### config.mk
export PLATFORM = sky130hd
export DESIGN_NAME = final_cpa_pipe
export DESIGN_NICKNAME = d
export VERILOG_FILES = /design/src/rtl/booth_mult_pkg.sv /design/src/rtl/final_cpa_pipe_cpa_slice.sv /design/src/rtl/final_cpa_pipe.sv
export SDC_FILE = /design/constraint.sdc
export NUM_CORES = 1
export LEC_CHECK = 0
export CAP_MARGIN = 10
export CORE_MARGIN = 2
export CORE_UTILIZATION = 40
export CTS_CLUSTER_DIAMETER = 200
export DETAILED_ROUTE_END_ITERATION = 8
export PLACE_DENSITY_LB_ADDON = 0.12
export SETUP_SLACK_MARGIN = 0.4
export SLEW_MARGIN = 30
export SYNTH_ARGS = -nofsm -noshare
export SYNTH_HDL_FRONTEND = slang
export SYNTH_SLANG_ARGS = --single-unit
### constraint.sdc
create_clock -name sys_clk -period 6.35 [get_ports sys_clk]
set_input_delay 1.905 -clock sys_clk [delete_from_list [all_inputs] [get_ports sys_clk]]
set_output_delay 1.905 -clock sys_clk [all_outputs]
set_load 0.1 [all_outputs]
### src/rtl/booth_mult_pkg.sv
// Shared constants for the radix-4 Booth / Wallace 16x16 multiplier datapath.
package booth_mult_pkg;

   localparam int MULT_W    = 16;
   localparam int PROD_W    = 2 * MULT_W;
   localparam int CPA_SPLIT = 16;

   typedef logic [PROD_W-1:0] prod_t;

endpackage : booth_mult_pkg

### src/rtl/final_cpa_pipe_cpa_slice.sv
// N-bit combinational adder slice with carry in/out, used for each half of the
// final carry-propagate add.
module cpa_slice #(
   parameter int N = 16
) (
   input  logic [N-1:0] a,
   input  logic [N-1:0] b,
   input  logic         cin,
   output logic [N-1:0] s,
   output logic         cout
);

   logic [N:0] full_sum;

   // One extra bit catches the carry out of the top position.
   assign full_sum = {1'b0, a} + {1'b0, b} + {{N{1'b0}}, cin};
   assign s        = full_sum[N-1:0];
   assign cout     = full_sum[N];

endmodule : cpa_slice

### src/rtl/final_cpa_pipe.sv
// Final carry-propagate adder of the Booth/Wallace multiplier. The 32-bit add
// of the sum and carry rows is cut at SPLIT: the low half is added in front of
// stage 1, the high half (plus the registered low carry) in front of stage 2.
// Both stages use a valid/ready handshake; capacity is two transactions.
module final_cpa_pipe
   import booth_mult_pkg::*;
#(
   parameter int WIDTH = PROD_W,
   parameter int SPLIT = CPA_SPLIT
) (
   input  logic             sys_clk,
   input  logic             sys_rst,
   input  logic             in_valid,
   output logic             in_ready,
   input  logic [WIDTH-1:0] sum_row,
   input  logic [WIDTH-1:0] carry_row,
   output logic             out_valid,
   input  logic             out_ready,
   output logic [WIDTH-1:0] product
);

   localparam int HI_W = WIDTH - SPLIT;

   logic             s1_valid;
   logic [SPLIT-1:0] s1_lo;
   logic             s1_c;
   logic [HI_W-1:0]  s1_hi_a;
   logic [HI_W-1:0]  s1_hi_b;

   logic             s2_ready;
   logic [SPLIT-1:0] lo_sum;
   logic             lo_cout;
   logic [HI_W-1:0]  hi_sum;
   logic             hi_cout_unused;

   // Ready depends only on register state and out_ready, never on in_valid.
   assign s2_ready = ~out_valid | out_ready;
   assign in_ready = ~s1_valid | s2_ready;

   cpa_slice #(.N(SPLIT)) u_lo_add (
      .a    (sum_row[SPLIT-1:0]),
      .b    (carry_row[SPLIT-1:0]),
      .cin  (1'b0),
      .s    (lo_sum),
      .cout (lo_cout)
   );

   // Carry out of the MSB is dropped: Booth sign extension makes the wrap correct.
   cpa_slice #(.N(HI_W)) u_hi_add (
      .a    (s1_hi_a),
      .b    (s1_hi_b),
      .cin  (s1_c),
      .s    (hi_sum),
      .cout (hi_cout_unused)
   );

   // Stage 1: low-half sum and carry, raw high-half operands; holds when stalled.
   always_ff @(posedge sys_clk) begin
      if (sys_rst) begin
         s1_valid <= 1'b0;
         s1_lo    <= '0;
         s1_c     <= 1'b0;
         s1_hi_a  <= '0;
         s1_hi_b  <= '0;
      end else if (in_ready) begin
         s1_valid <= in_valid;
         if (in_valid) begin
            s1_lo   <= lo_sum;
            s1_c    <= lo_cout;
            s1_hi_a <= sum_row[WIDTH-1:SPLIT];
            s1_hi_b <= carry_row[WIDTH-1:SPLIT];
         end
      end
   end

   // Stage 2: completes the high half and presents the product; holds when stalled.
   always_ff @(posedge sys_clk) begin
      if (sys_rst) begin
         out_valid <= 1'b0;
         product   <= '0;
      end else if (s2_ready) begin
         out_valid <= s1_valid;
         if (s1_valid) begin
            product <= {hi_sum, s1_lo};
         end
      end
   end

endmodule : final_cpa_pipe
==> results.yml <==
yosys:
  synth-seq-cells: 83
  synth_common_cells: "nand2_1, dfxtp_1, a21oi_1"
  synth_area_leaders: "dfxtp_1, nand2_1, a21oi_1"
  synth_most_common_cell: "nand2_1"
  yosysTopAreaCell: "dfxtp_1"
  synth_nets: 644
  synthCells: 543
  synth_ff_type: "dfxtp_1"
  syn_area_mm2: 0.004458
  synthArstFlopShare_pct: 0
  synth_edf_count: 0
  yosysSeqAreaShare_pct: 37.27
  synth.distinct_cells: 66
  yosysWarningCount: 0
  avgSynthCellArea_um2: 8.210
  synth_top_area_share_pct: 37.27
timing:
  fin_crit_sh_pct: 78.17
  hold_viol_final: 0
  tightest_slew_ns: 1.027
  finalSetupTns_ns: 0
  setup_viol: 0
  slew_viol_final: 0
  rsz0062_at_grt: "false"
  relSlewSlack_pct: 31.34
  min_period_ns: 4.964
  max_freq_ghz: 0.2015
  fin_skew_ns: 0.009531
floorplan:
  start_util_pct: 41.12
  die_y_um: 109.6
  core_area_mm2: 0.01084
  rows: 38
  ios: 102
  dieArea_mm2: 0.01201
  die_width_um: 109.6
setup_path:
  cp-end-kind: "primary output"
  worst_ep_required_time_ns: 4.45
  crit_start: "out_ready"
  worstReg2RegStart: "s1_c$_SDFFE_PP0P_"
  critPathKind: "input pin to primary output"
  path_cells: "clkdlybuf4s50_1, nor2b_1, nand2_1, buf_4"
  reg2reg_to: "product[30]$_SDFFE_PP0P_"
  slowest_delay_ns: 0.40
  critPathLaunchType: "input pin"
  crit_fanout: 5
  crit_arrival_ns: 3.06
  reg2reg_slack_ns: 3.86
  r2r_cells: 9
  slowest_stage: "clkdlybuf4s50_1"
grt:
  grt_util_all_layers_pct: 19.12
  grt_max_degree: 55
  grt_pass1_wl_um: 18170
  grt_pass1_vias: 3874
  grt-ovfl-total: 0
  antenna_found_initial: 0
finish:
  instances_no_fill: 770
  antenna_cells: 0
  seq_area_mm2: 0.001662
  area_growth_pct: 28.71
  finalInstanceArea_mm2: 0.005738
  drive_gt1_share_pct: 6.190
  nNetsFinal: 729
  fillers: 1049
  multi_input_area_mm2: 0.002639
place:
  place.gp.congestion: 0.8771
  place_hpwl_um: 7889
  placed_area_mm2: 0.005530
  dp.cells: 757
  port_buffers: 101
cts:
  clock_latency_ns: 0.35
  htreeDepth: 3
  holdBufCountCts: 0
  ctsResizeCount: 0
  cts_tree: "built"
  clk_pin_slew_worst_paths_ns: 0.08
  cts.sink_count: 83
  cts_max_path_buffers: 2
  post_cts_buffers: 0
  cts-root-buf: "clkbuf_8"
  cts_inserted_buffers: 9
route:
  wire_per_inst_um: 14.44
  routed_wl_um: 11120
  drtIter0Drc: 188
  vias: 4111
  drtPass1Iterations: 4
  avgViaCountPerCell: 5.339
  drcViolationCount: 0
  postRouteAntennaNets: 0
worst_hold_path:
  min_to: "product[9]$_SDFFE_PP0P_"
  whs_path_depth: 2
  hold_path.class: "flop to flop"
  min_from: "s1_lo[9]$_SDFFE_PP0P_"
outcome:
  outcome: "complete, no violations"
power_and_ir_drop:
  power.leakage_nw: 2.184
  cellPowerDensity_mw_per_mm2: 225.9
  ir_drop_v: 0.0001048
run:
  max_cap_viol_count: 0
-- cell families (layout without fill, tap and decap cells) --
logic type | count (synthesis) | in the layout | share of synthesized area, %
buffers and inverters | 38 | 125 | 3.761
AND/OR/NAND/NOR | 208 | 208 | 21.19
XOR/XNOR | 14 | 14 | 2.751
flip-flops | 83 | 83 | 37.27
adder cells (fa/ha/maj) | 33 | 33 | 9.767
AO/OA/AOI/OAI | 167 | 167 | 25.26
-- power by group --
| group | switching [mW] | leakage (nW) | total [mW] | internal, mW |
|---|---|---|---|---|
| sequential | 0.0177 | 0.681 | 0.569 | 0.552 |
| clock | 0.180 | 0.104 | 0.405 | 0.225 |
| combinational | 0.196 | 1.40 | 0.322 | 0.125 |
| total | 0.394 | 2.18 | 1.30 | 0.902 |
-- sequential cells by signal, summed over array words and instances, names as in the netlist --
name,count
s1_lo,16
s1_hi_b,16
s1_hi_a,16
product,32
s1_valid,1
out_valid,1
s1_c,1
-- final cells by class --
cell class	count	share of cell area, %
repair buffers	105	18.01
inverters	7	0.4579
clock inverters	3	1.134
multi-input cells	422	45.99
clock buffers	10	2.399
well taps	140	3.053
flip-flops and latches	83	28.96
-- worst max-delay path by stage --
stage	end	slack [ns]	cells past startpoint
2_1_floorplan	in_ready	1.73	2
3_3_place_gp	in_ready	1.48	4
3_5_place_dp	in_ready	1.44	4
4_1_cts	in_ready	1.43	4
5_1_grt	in_ready	1.27	4
6_report	in_ready	1.39	4
-- cells in the final DEF, fill, tap and decap left out, types with 5 or more instances in the layout --
cell	count
o21ai_1	7
buf_4	5
o21ai_0	11
clkdlybuf4s50_1	99
a21o_1	9
nand2_1	121
nor3_1	8
o21a_1	5
xnor2_1	8
a21oi_1	78
xor2_1	6
nand4_1	8
nand3_1	6
dfxtp_1	83
a211oi_1	10
ha_1	30
nor2_1	32
clkbuf_8	10
inv_1	7
a22o_1	9
-- layer usage --
| layer | part of all wire [%] | track usage (%) |
|---|---|---|
| met2 | 44 | 30.56 |
| met4 | 1.7 | 6.691 |
| met1 | 49 | 25.89 |
| met5 | 0 | 0 |
| met3 | 4.9 | 3.438 |
-- metrics by stage --
stage / total power [mW] / hold slack [ns] / setup WS (ns) / util, %
3_5_place_dp: 0.9029 / 0.4452 / 1.440 / 51.02
6_report: 1.296 / 0.4542 / 1.386 / 52.93
3_3_place_gp: 0.8986 / 0.4347 / 1.481 / 51.02
5_1_grt: 1.359 / 0.4723 / 1.271 / 52.93
4_1_cts: 1.309 / 0.4566 / 1.432 / 52.89
2_1_floorplan: 0.8040 / 0.4273 / 1.726 / -
-- critical path, delay by kind of cell --
family,cells,cell delay (ns)
buffers and inverters,2,0.67
and+or+nand+nor,2,0.48
No activity file was read; power rests on OpenSTA's default activity.
